==> src/rtl/vga_timing_ctrl.sv <==
// vga_timing_ctrl: run-time programmable video timing sequencer.
// Generates hcount/vcount, hsync, vsync, blank and frame_start for the pixel
// source and DVI encoder. A host loads a mode into shadow registers and
// commits it; the active mode only changes at a frame boundary, after which
// video is muted for MUTE_FRAMES frames so the sink can resynchronise.
// Optional feature macro: VGA_SYNC_POL_EN (address 8 = sync polarity,
// bit0 hsync active-low, bit1 vsync active-low).
`timescale 1ns/1ps
module vga_timing_ctrl #(
    parameter int CW          = 12,
    parameter int MUTE_FRAMES = 2
) (
    input  logic          clk_pixel,
    input  logic          rst_n,
    input  logic          cfg_we,
    input  logic [3:0]    cfg_addr,
    input  logic [CW-1:0] cfg_wdata,
    input  logic          cfg_commit,
    output logic [CW-1:0] hcount,
    output logic [CW-1:0] vcount,
    output logic          vga_hsync,
    output logic          vga_vsync,
    output logic          vga_blank,
    output logic          frame_start,
    output logic          pending,
    output logic          muted
);

    // Mute counter must hold MUTE_FRAMES; at least one bit even when muting is off.
    localparam int MW = $clog2(MUTE_FRAMES + 2);
    localparam logic [MW-1:0] MUTE_INIT = MW'(MUTE_FRAMES);

    typedef struct packed {
        logic [CW-1:0] h_vis;
        logic [CW-1:0] h_fp;
        logic [CW-1:0] h_sy;
        logic [CW-1:0] h_bp;
        logic [CW-1:0] v_vis;
        logic [CW-1:0] v_fp;
        logic [CW-1:0] v_sy;
        logic [CW-1:0] v_bp;
    } mode_t;

    typedef enum logic [1:0] {
        S_RUN,
        S_PENDING,
        S_MUTE
    } state_e;

    // 640x480@60, 800x525 total.
    function automatic mode_t reset_mode();
        mode_t m;
        m.h_vis = CW'(640);
        m.h_fp  = CW'(16);
        m.h_sy  = CW'(96);
        m.h_bp  = CW'(48);
        m.v_vis = CW'(480);
        m.v_fp  = CW'(10);
        m.v_sy  = CW'(2);
        m.v_bp  = CW'(33);
        return m;
    endfunction

    // A zero-length field would break the decode ranges; store it as 1.
    function automatic logic [CW-1:0] clamp_field(input logic [CW-1:0] val);
        return (val == '0) ? CW'(1) : val;
    endfunction

    function automatic logic in_visible(input logic [CW-1:0] cnt,
                                        input logic [CW-1:0] vis);
        return (cnt < vis);
    endfunction

    // Sync window [vis+fp, vis+fp+sy) evaluated with two guard bits.
    function automatic logic in_sync(input logic [CW-1:0] cnt,
                                     input logic [CW-1:0] vis,
                                     input logic [CW-1:0] fp,
                                     input logic [CW-1:0] sy);
        logic [CW+1:0] c;
        logic [CW+1:0] s0;
        logic [CW+1:0] s1;
        c  = {2'b00, cnt};
        s0 = {2'b00, vis} + {2'b00, fp};
        s1 = s0 + {2'b00, sy};
        return (c >= s0) && (c < s1);
    endfunction

    mode_t         shadow_q, shadow_d;
    mode_t         active_q, active_d;
    state_e        state_q, state_d;
    logic [MW-1:0] mcnt_q, mcnt_d;
    logic          muted_d;
    logic          swap;

    logic [CW-1:0] hcount_q, hcount_d;
    logic [CW-1:0] vcount_q, vcount_d;
    logic          hsync_q, vsync_q, blank_q, fstart_q, pending_q, muted_q;

    logic [CW-1:0] htot_m1, vtot_m1;
    logic          hwrap, vwrap, frame_end;
    logic          hs_raw, vs_raw, vis_d;

    logic [1:0]    pol_act_d;
`ifdef VGA_SYNC_POL_EN
    logic [1:0]    pol_sh_q, pol_sh_d;
    logic [1:0]    pol_act_q;
`endif

    // Shadow register file: host writes, clamped, no effect on active timing.
    always_comb begin
        shadow_d = shadow_q;
`ifdef VGA_SYNC_POL_EN
        pol_sh_d = pol_sh_q;
`endif
        if (cfg_we) begin
            case (cfg_addr)
                4'd0:    shadow_d.h_vis = clamp_field(cfg_wdata);
                4'd1:    shadow_d.h_fp  = clamp_field(cfg_wdata);
                4'd2:    shadow_d.h_sy  = clamp_field(cfg_wdata);
                4'd3:    shadow_d.h_bp  = clamp_field(cfg_wdata);
                4'd4:    shadow_d.v_vis = clamp_field(cfg_wdata);
                4'd5:    shadow_d.v_fp  = clamp_field(cfg_wdata);
                4'd6:    shadow_d.v_sy  = clamp_field(cfg_wdata);
                4'd7:    shadow_d.v_bp  = clamp_field(cfg_wdata);
`ifdef VGA_SYNC_POL_EN
                4'd8:    pol_sh_d = cfg_wdata[1:0];
`endif
                default: ;
            endcase
        end
    end

    // Frame geometry of the active mode and wrap detection.
    always_comb begin
        htot_m1   = (active_q.h_vis + active_q.h_fp + active_q.h_sy + active_q.h_bp) - CW'(1);
        vtot_m1   = (active_q.v_vis + active_q.v_fp + active_q.v_sy + active_q.v_bp) - CW'(1);
        hwrap     = (hcount_q == htot_m1);
        vwrap     = (vcount_q == vtot_m1);
        frame_end = hwrap && vwrap;
        hcount_d  = hwrap ? '0 : hcount_q + CW'(1);
        if (hwrap) begin
            vcount_d = vwrap ? '0 : vcount_q + CW'(1);
        end else begin
            vcount_d = vcount_q;
        end
    end

    // Mode-switch sequencing: commit, wait for frame end, swap, mute.
    always_comb begin
        state_d = state_q;
        mcnt_d  = mcnt_q;
        muted_d = muted_q;
        swap    = 1'b0;
        unique case (state_q)
            S_RUN: begin
                if (cfg_commit) begin
                    if (frame_end) swap = 1'b1;
                    else           state_d = S_PENDING;
                end
            end
            S_PENDING: begin
                if (frame_end) swap = 1'b1;
            end
            S_MUTE: begin
                if (cfg_commit) begin
                    if (frame_end) swap = 1'b1;
                    else           state_d = S_PENDING;
                end else if (frame_end) begin
                    if (mcnt_q <= MW'(1)) begin
                        state_d = S_RUN;
                        mcnt_d  = '0;
                        muted_d = 1'b0;
                    end else begin
                        mcnt_d = mcnt_q - MW'(1);
                    end
                end
            end
            default: state_d = S_RUN;
        endcase
        if (swap) begin
            if (MUTE_FRAMES == 0) begin
                state_d = S_RUN;
                muted_d = 1'b0;
            end else begin
                state_d = S_MUTE;
                mcnt_d  = MUTE_INIT;
                muted_d = 1'b1;
            end
        end
    end

    // Next active mode and decodes of the next counter position.
    always_comb begin
        active_d = swap ? shadow_q : active_q;
`ifdef VGA_SYNC_POL_EN
        pol_act_d = swap ? pol_sh_q : pol_act_q;
`else
        pol_act_d = 2'b00;
`endif
        hs_raw = in_sync(hcount_d, active_d.h_vis, active_d.h_fp, active_d.h_sy);
        vs_raw = in_sync(vcount_d, active_d.v_vis, active_d.v_fp, active_d.v_sy);
        vis_d  = in_visible(hcount_d, active_d.h_vis) && in_visible(vcount_d, active_d.v_vis);
    end

    // Shadow and active mode registers.
    always_ff @(posedge clk_pixel or negedge rst_n) begin
        if (!rst_n) begin
            shadow_q <= reset_mode();
            active_q <= reset_mode();
`ifdef VGA_SYNC_POL_EN
            pol_sh_q  <= 2'b00;
            pol_act_q <= 2'b00;
`endif
        end else begin
            shadow_q <= shadow_d;
            active_q <= active_d;
`ifdef VGA_SYNC_POL_EN
            pol_sh_q  <= pol_sh_d;
            pol_act_q <= pol_act_d;
`endif
        end
    end

    // Sequencer state and mute frame counter.
    always_ff @(posedge clk_pixel or negedge rst_n) begin
        if (!rst_n) begin
            state_q <= S_RUN;
            mcnt_q  <= '0;
        end else begin
            state_q <= state_d;
            mcnt_q  <= mcnt_d;
        end
    end

    // Counters and registered outputs, all describing the same pixel.
    always_ff @(posedge clk_pixel or negedge rst_n) begin
        if (!rst_n) begin
            hcount_q  <= '0;
            vcount_q  <= '0;
            hsync_q   <= 1'b0;
            vsync_q   <= 1'b0;
            blank_q   <= 1'b1;
            fstart_q  <= 1'b0;
            pending_q <= 1'b0;
            muted_q   <= 1'b0;
        end else begin
            hcount_q  <= hcount_d;
            vcount_q  <= vcount_d;
            hsync_q   <= hs_raw ^ pol_act_d[0];
            vsync_q   <= vs_raw ^ pol_act_d[1];
            blank_q   <= !vis_d || muted_d;
            fstart_q  <= (hcount_d == '0) && (vcount_d == '0);
            pending_q <= (state_d == S_PENDING);
            muted_q   <= muted_d;
        end
    end

    assign hcount      = hcount_q;
    assign vcount      = vcount_q;
    assign vga_hsync   = hsync_q;
    assign vga_vsync   = vsync_q;
    assign vga_blank   = blank_q;
    assign frame_start = fstart_q;
    assign pending     = pending_q;
    assign muted       = muted_q;

endmodule

==> config.mk <==
export PLATFORM = sky130hd
export DESIGN_NAME = vga_timing_ctrl
export DESIGN_NICKNAME = d
export VERILOG_FILES = /design/src/rtl/vga_timing_ctrl.sv
export SDC_FILE = /design/constraint.sdc
export NUM_CORES = 1
export LEC_CHECK = 0
export ABC_AREA = 1
export CORE_MARGIN = 3
export CORE_UTILIZATION = 56
export CTS_CLUSTER_SIZE = 10
export DETAILED_ROUTE_END_ITERATION = 16
export PLACE_DENSITY = 0.81
export SYNTH_ARGS = -nofsm -noshare
export SYNTH_HDL_FRONTEND = slang
export SYNTH_SLANG_ARGS = --single-unit
==> constraint.sdc <==
create_clock -name clk_pixel -period 8.05 [get_ports clk_pixel]
set_clock_uncertainty 0.1 [all_clocks]
set_input_delay 1.2075 -clock clk_pixel [delete_from_list [all_inputs] [get_ports clk_pixel]]
set_output_delay 1.2075 -clock clk_pixel [all_outputs]
set_load 0.02 [all_outputs]
# --- Word-level counts from Yosys, hierarchy flattened ---
# Cells that the tools add are included.
op_classes:
  addsub: 15
  n_lt_le_gt_ge: 7
  eq_ne: 13
  n_mux: 25
  n_reduce_logical: 24
op_table:
  columns: ["cell", "count"]
  rows:
  - ["two-way mux 96 bit", 1]
  - ["adder 12 bit", 6]
  - ["two-way mux 12 bit", 4]
  - ["logical NOT 12 bit", 3]
  - ["adder 13 x 12 -> 14 bit", 2]
  - ["less-than comparator 12 x 14 -> 1 bit", 2]
  - ["adder 12 x 12 -> 13 bit", 2]
  - [">= comparator 12 x 13 -> 1 bit", 2]
  - ["adder 12 x 1 -> 12 bit, second input constant", 2]
  - ["== test 12 bit", 2]
  - ["less-than comparator 12 bit", 2]
  - ["subtractor 12 x 1 -> 12 bit, second input constant", 2]
  - ["two-way mux 2 bit", 11]
  - ["== test 4 x 3 -> 1 bit, second input constant", 4]
  - ["AND reduction 2 bit", 8]
  - ["== test 4 x 2 -> 1 bit, second input constant", 2]
  - ["two-way mux 1 bit", 7]
  - ["one-hot mux 2 bit (3 select lines)", 1]
  - ["logical AND 1 bit", 5]
  - ["== test 2 x 1 -> 1 bit, second input constant", 2]
  - ["== test 4 x 1 -> 1 bit, second input constant", 1]
  - ["logical NOT 4 bit", 1]
  - ["nonzero test 2 bit", 2]
  - ["AND reduction 3 bit", 1]
  - ["other kinds (9)", 9]
totals:
  regBits: 226
  inputBits: 20
  out_inout_bits: 30
  wordCells: 110

# --- Depth between registers and ports, before layout ---
depth:
  word_depth: 14
  depth_mapped: 52

# --- Worst setup path after synthesis ---
# No wires, ideal clock.
synth_path:
  path_type: "reg2reg"
  start: "register active_q[13] (netlist bit)"
  end: "register vsync_q, in the netlist vga_vsync"
  setup_ns: 0.071
  arrival_ns: 7.075
  t_required_ns: 7.879
  path_slack_ns: 0.804
  path_stages_with_launch: 45
  cell_sequence: "dfstp_2 -> inv_1 -> ha_1 -> inv_1 -> fa_1 -> fa_1 -> ha_1 -> fa_1 -> xnor2_1 -> nand3_1 -> nor2_1 -> nand2_1 -> nor2_1 -> nand3_1 -> nor2_1 -> nand3_1 -> nor2_4 -> nand3_4 -> [... 9 more ...] -> ha_1 -> a21oi_1 -> o21ai_0 -> a21oi_1 -> o21bai_1 -> nand3_1 -> nand2_1 -> xor2_1 -> ha_1 -> inv_1 -> nor3_1 -> a211oi_1 -> nand2_1 -> nand2_1 -> nand2_1 -> nand2_1 -> nand2_1 -> nor2_1"
synth_lines:
  columns: ["item", "line_no", "source"]
  rows:
  - ["start: declaration", "89", "mode_t active_q, active_d;"]
  - ["start signal: assignment", "209", "active_q <= reset_mode();"]
  - ["start signal: assignment", "216", "active_q <= active_d;"]
  - ["end signal: assignment", "250", "vsync_q <= vs_raw ^ pol_act_d[1];"]
  - ["end: declaration", "97", "logic hsync_q, vsync_q, blank_q, fstart_q, pending_q, muted_q;"]

==> results.yml <==
status:
  status: "complete, no violations"
cts:
  cts_sinks: 226
  cts_root_buffer: "clkbuf_16"
  clk_latency_ns: 0.54
  tritoncts: "done"
  cts_buffers: 28
  clockBufferDepth: 3
  cts_max_level: 1
  clkTransAtPathRegs_ns: 0.06
die:
  core_area_sq_um: 28240
  die_x_um: 176.6
  start_util_pct: 57.73
  rows: 61
  ios: 50
  die-area_sq_um: 31190
  fp.dieH_um: 176.6
synth:
  ys.flop_type: "dfrtp_1"
  yosys_warnings: 0
  ys_seq_elements: 226
  async_flop_share_pct: 100.0
  synth-seq-area-share_pct: 34.95
  synth_area_sq_um: 16300
  ys_types: 51
  synth_cells: 2124
  syn_area_per_cell_sq_um: 7.675
  synth_edf_count: 0
  synth_fp_nets: 2355
global_routing:
  grt_pass1_wl_um: 72680
  busiest_layer: "met2"
  met2_usage_pct: 51.51
  grt_pass1_vias: 14270
  grt_remaining_overflow: 0
  grt_use_total_pct: 29.36
  antenna_found_initial: 0
  grt_max_degree: 105
  use_met3_pct: 3.647
  use_met1_pct: 35.46
routing:
  wire_per_inst_um: 17.52
  drtIter0Drc: 1156
  dr.pass1.iters: 6
  num_vias: 14385
  avgViaCountPerCell: 5.531
  postRouteAntennaNets: 0
  drcViolationCount: 0
  wl_um: 45570
setup_path:
  crit_type: "register to register"
  cp_slowest_cell: "fa_1"
  start_kind: "register"
  worstPathArrival_ns: 8.06
  cp.required_ns: 8.43
  crit_fanout: 6
  crit_top_cell: "nand2_1"
  end_kind: "register"
  slowest_delay_ns: 0.56
power_and_ir_drop:
  p_seq_share_pct: 48.3
  peakVddDrop_v: 0.0001679
  p_clk_share_pct: 45.3
  p_int_uw: 2042
  p_leak_uw: 0.009766
  pwr-share-comb_pct: 6.3
  p_sw_share_pct: 24.52
  p_sw_uw: 663.6
  p_total_uw: 2706
  powerDensity_nw_per_um2: 145.2
layout:
  nets: 2434
  drive_gt1_share_pct: 9.627
  fin_cells: 2601
  num_antenna_cells: 0
  syn_to_final_growth_pct: 14.30
  finish.instance_area_sq_um: 18630
flow_run:
  maxCapViolCount: 0
timing:
  finalMaxSlewViolations: 0
  tightest_slew_ns: 1.250
  setup_ws_ns: 0.3685
  hold_viol: 0
  rsz0062_at_grt: "true"
  setup_viol: 0
  max_freq_ghz: 0.1302
  period_share_pct: 95.42
  max_slew_margin_pct: 16.36
  period_needed_ns: 7.681
  tns_ns: 0
worst_hold_path:
  hp-class: "register to register"
placement:
  dp_cells: 2529
  io_buffers: 49
  dpl_worst_slack_ns: 0.09088
  dp.final_hpwl_um: 34840
  placed_cell_area_sq_um: 17240
  gp_congestion: 0.9681
-- metal layers --
layer  wire length, um  up-vias
met5                 0        -
met4              2741        0
met2             22660      472
li1                  -     6892
met3              2212      151
met1             17950     6870
-- sequential cells by signal, indices dropped and copies added, names as in the netlist --
name / count
active_q: 96
frame_start: 1
hcount: 12
mcnt_q: 2
muted: 1
pending: 1
shadow_q: 96
state_q: 2
vcount: 12
vga_blank: 1
vga_hsync: 1
vga_vsync: 1
-- Yosys cell counts (all sizes together), types with 3 or more instances --
| cell | instances | area, sq um |
|---|---|---|
| xor2 | 35 | 314.1 |
| dfrtp | 193 | 4830 |
| o211a | 3 | 30.03 |
| inv | 377 | 1415 |
| nor2 | 104 | 431.7 |
| nand4 | 35 | 219.0 |
| a21o | 7 | 52.55 |
| nand2 | 612 | 2345 |
| nand3 | 107 | 575.6 |
| a211oi | 7 | 52.55 |
| clkbuf | 32 | 120.1 |
| a21boi | 3 | 22.52 |
| o211ai | 3 | 22.52 |
| o21bai | 6 | 45.04 |
| xnor2 | 31 | 271.5 |
| ha | 165 | 2064 |
| nor3 | 20 | 105.1 |
| dfstp | 33 | 867.1 |
| or2 | 6 | 37.54 |
| fa | 46 | 920.9 |
| buf | 7 | 33.78 |
| o21ai | 194 | 974.7 |
| a21oi | 75 | 382.9 |
| nand3b | 8 | 60.06 |
-- worst max-delay path, delay by kind of cell, from the launching register on --
kind	cells	cell delay [ns]
AOI/OAI and AO/OA	6	0.85
xor gates and xnor gates	3	0.44
buffers and inverters	5	0.53
and+or+nand+nor	21	2.00
adders and majority gates	9	3.30
DFF	1	0.36
-- final cells by class --
type	instances	area [sq um]
clock buffer	49	880.8
clock inverter	1	7.507
fill	2328	9607
inverter	378	1421
multi-input combinational	1481	9319
sequential	226	5697
tap	378	473.0
timing repair buffer	88	834.6
-- worst paths after layout --
check                                  start           end  slack [ns]  cells after the start
worst min-delay path            shadow_q[68]  shadow_q[68]        0.38                      2
worst max-delay path            active_q[49]     vga_vsync        0.37                     44
worst min register to register  shadow_q[68]  shadow_q[68]        0.38                      2
min in group asynchronous              rst_n  shadow_q[61]        0.63                      1
max in group asynchronous              rst_n  active_q[21]        5.69                      2
worst max register to register  active_q[49]     vga_vsync        0.37                     44
-- cell families (layout without fill, tap and decap cells) --
kind of cell / after synthesis / after routing / synth area share (%)
and+or+nand+nor: 896 / 896 / 23.30
buffers and inverters: 417 / 516 / 9.648
AOI/OAI and AO/OA: 308 / 308 / 10.20
DFF: 226 / 226 / 34.95
adders and majority gates: 211 / 211 / 18.31
xor gates and xnor gates: 66 / 66 / 3.592
-- cells in the final DEF (no fill, tap or decap), drive strengths merged, types with 8 or more instances in the layout --
cell / Yosys / layout
o21ai: 194 / 194
nor3: 20 / 20
buf: 7 / 40
clkdlybuf4s50: 0 / 48
clkbuf: 32 / 49
nand3: 107 / 107
ha: 165 / 165
xor2: 35 / 35
nand3b: 8 / 8
inv: 377 / 377
dfrtp: 193 / 193
xnor2: 31 / 31
nand4: 35 / 35
nor2: 104 / 104
fa: 46 / 46
nand2: 612 / 612
dfstp: 33 / 33
a21oi: 75 / 75
-- power by group through the flow --
stage / clock network [uW] / logic (uW) / registers [uW]
2_1_floorplan: 0 / 93.4 / 1310
3_3_place_gp: 0 / 161 / 1320
3_5_place_dp: 0 / 170 / 1330
4_1_cts: 1240 / 173 / 1310
5_1_grt: 1290 / 200 / 1320
6_report: 1230 / 171 / 1310
-- per-stage QoR --
stage | utilization (%) | hold WS (ns)
2_1_floorplan | - | 0.3479
3_3_place_gp | 61.06 | 0.3681
3_5_place_dp | 61.06 | 0.3739
4_1_cts | 64.21 | 0.3874
5_1_grt | 65.98 | 0.4088
6_report | 65.98 | 0.3836
-- repair_timing --
action                     4_1_cts  5_1_grt
buffers inserted                 0       21
hold buffers                     0        0
setup endpoints to repair        0        2
resized for setup                0       86
Power figures use the tool's default switching activity.
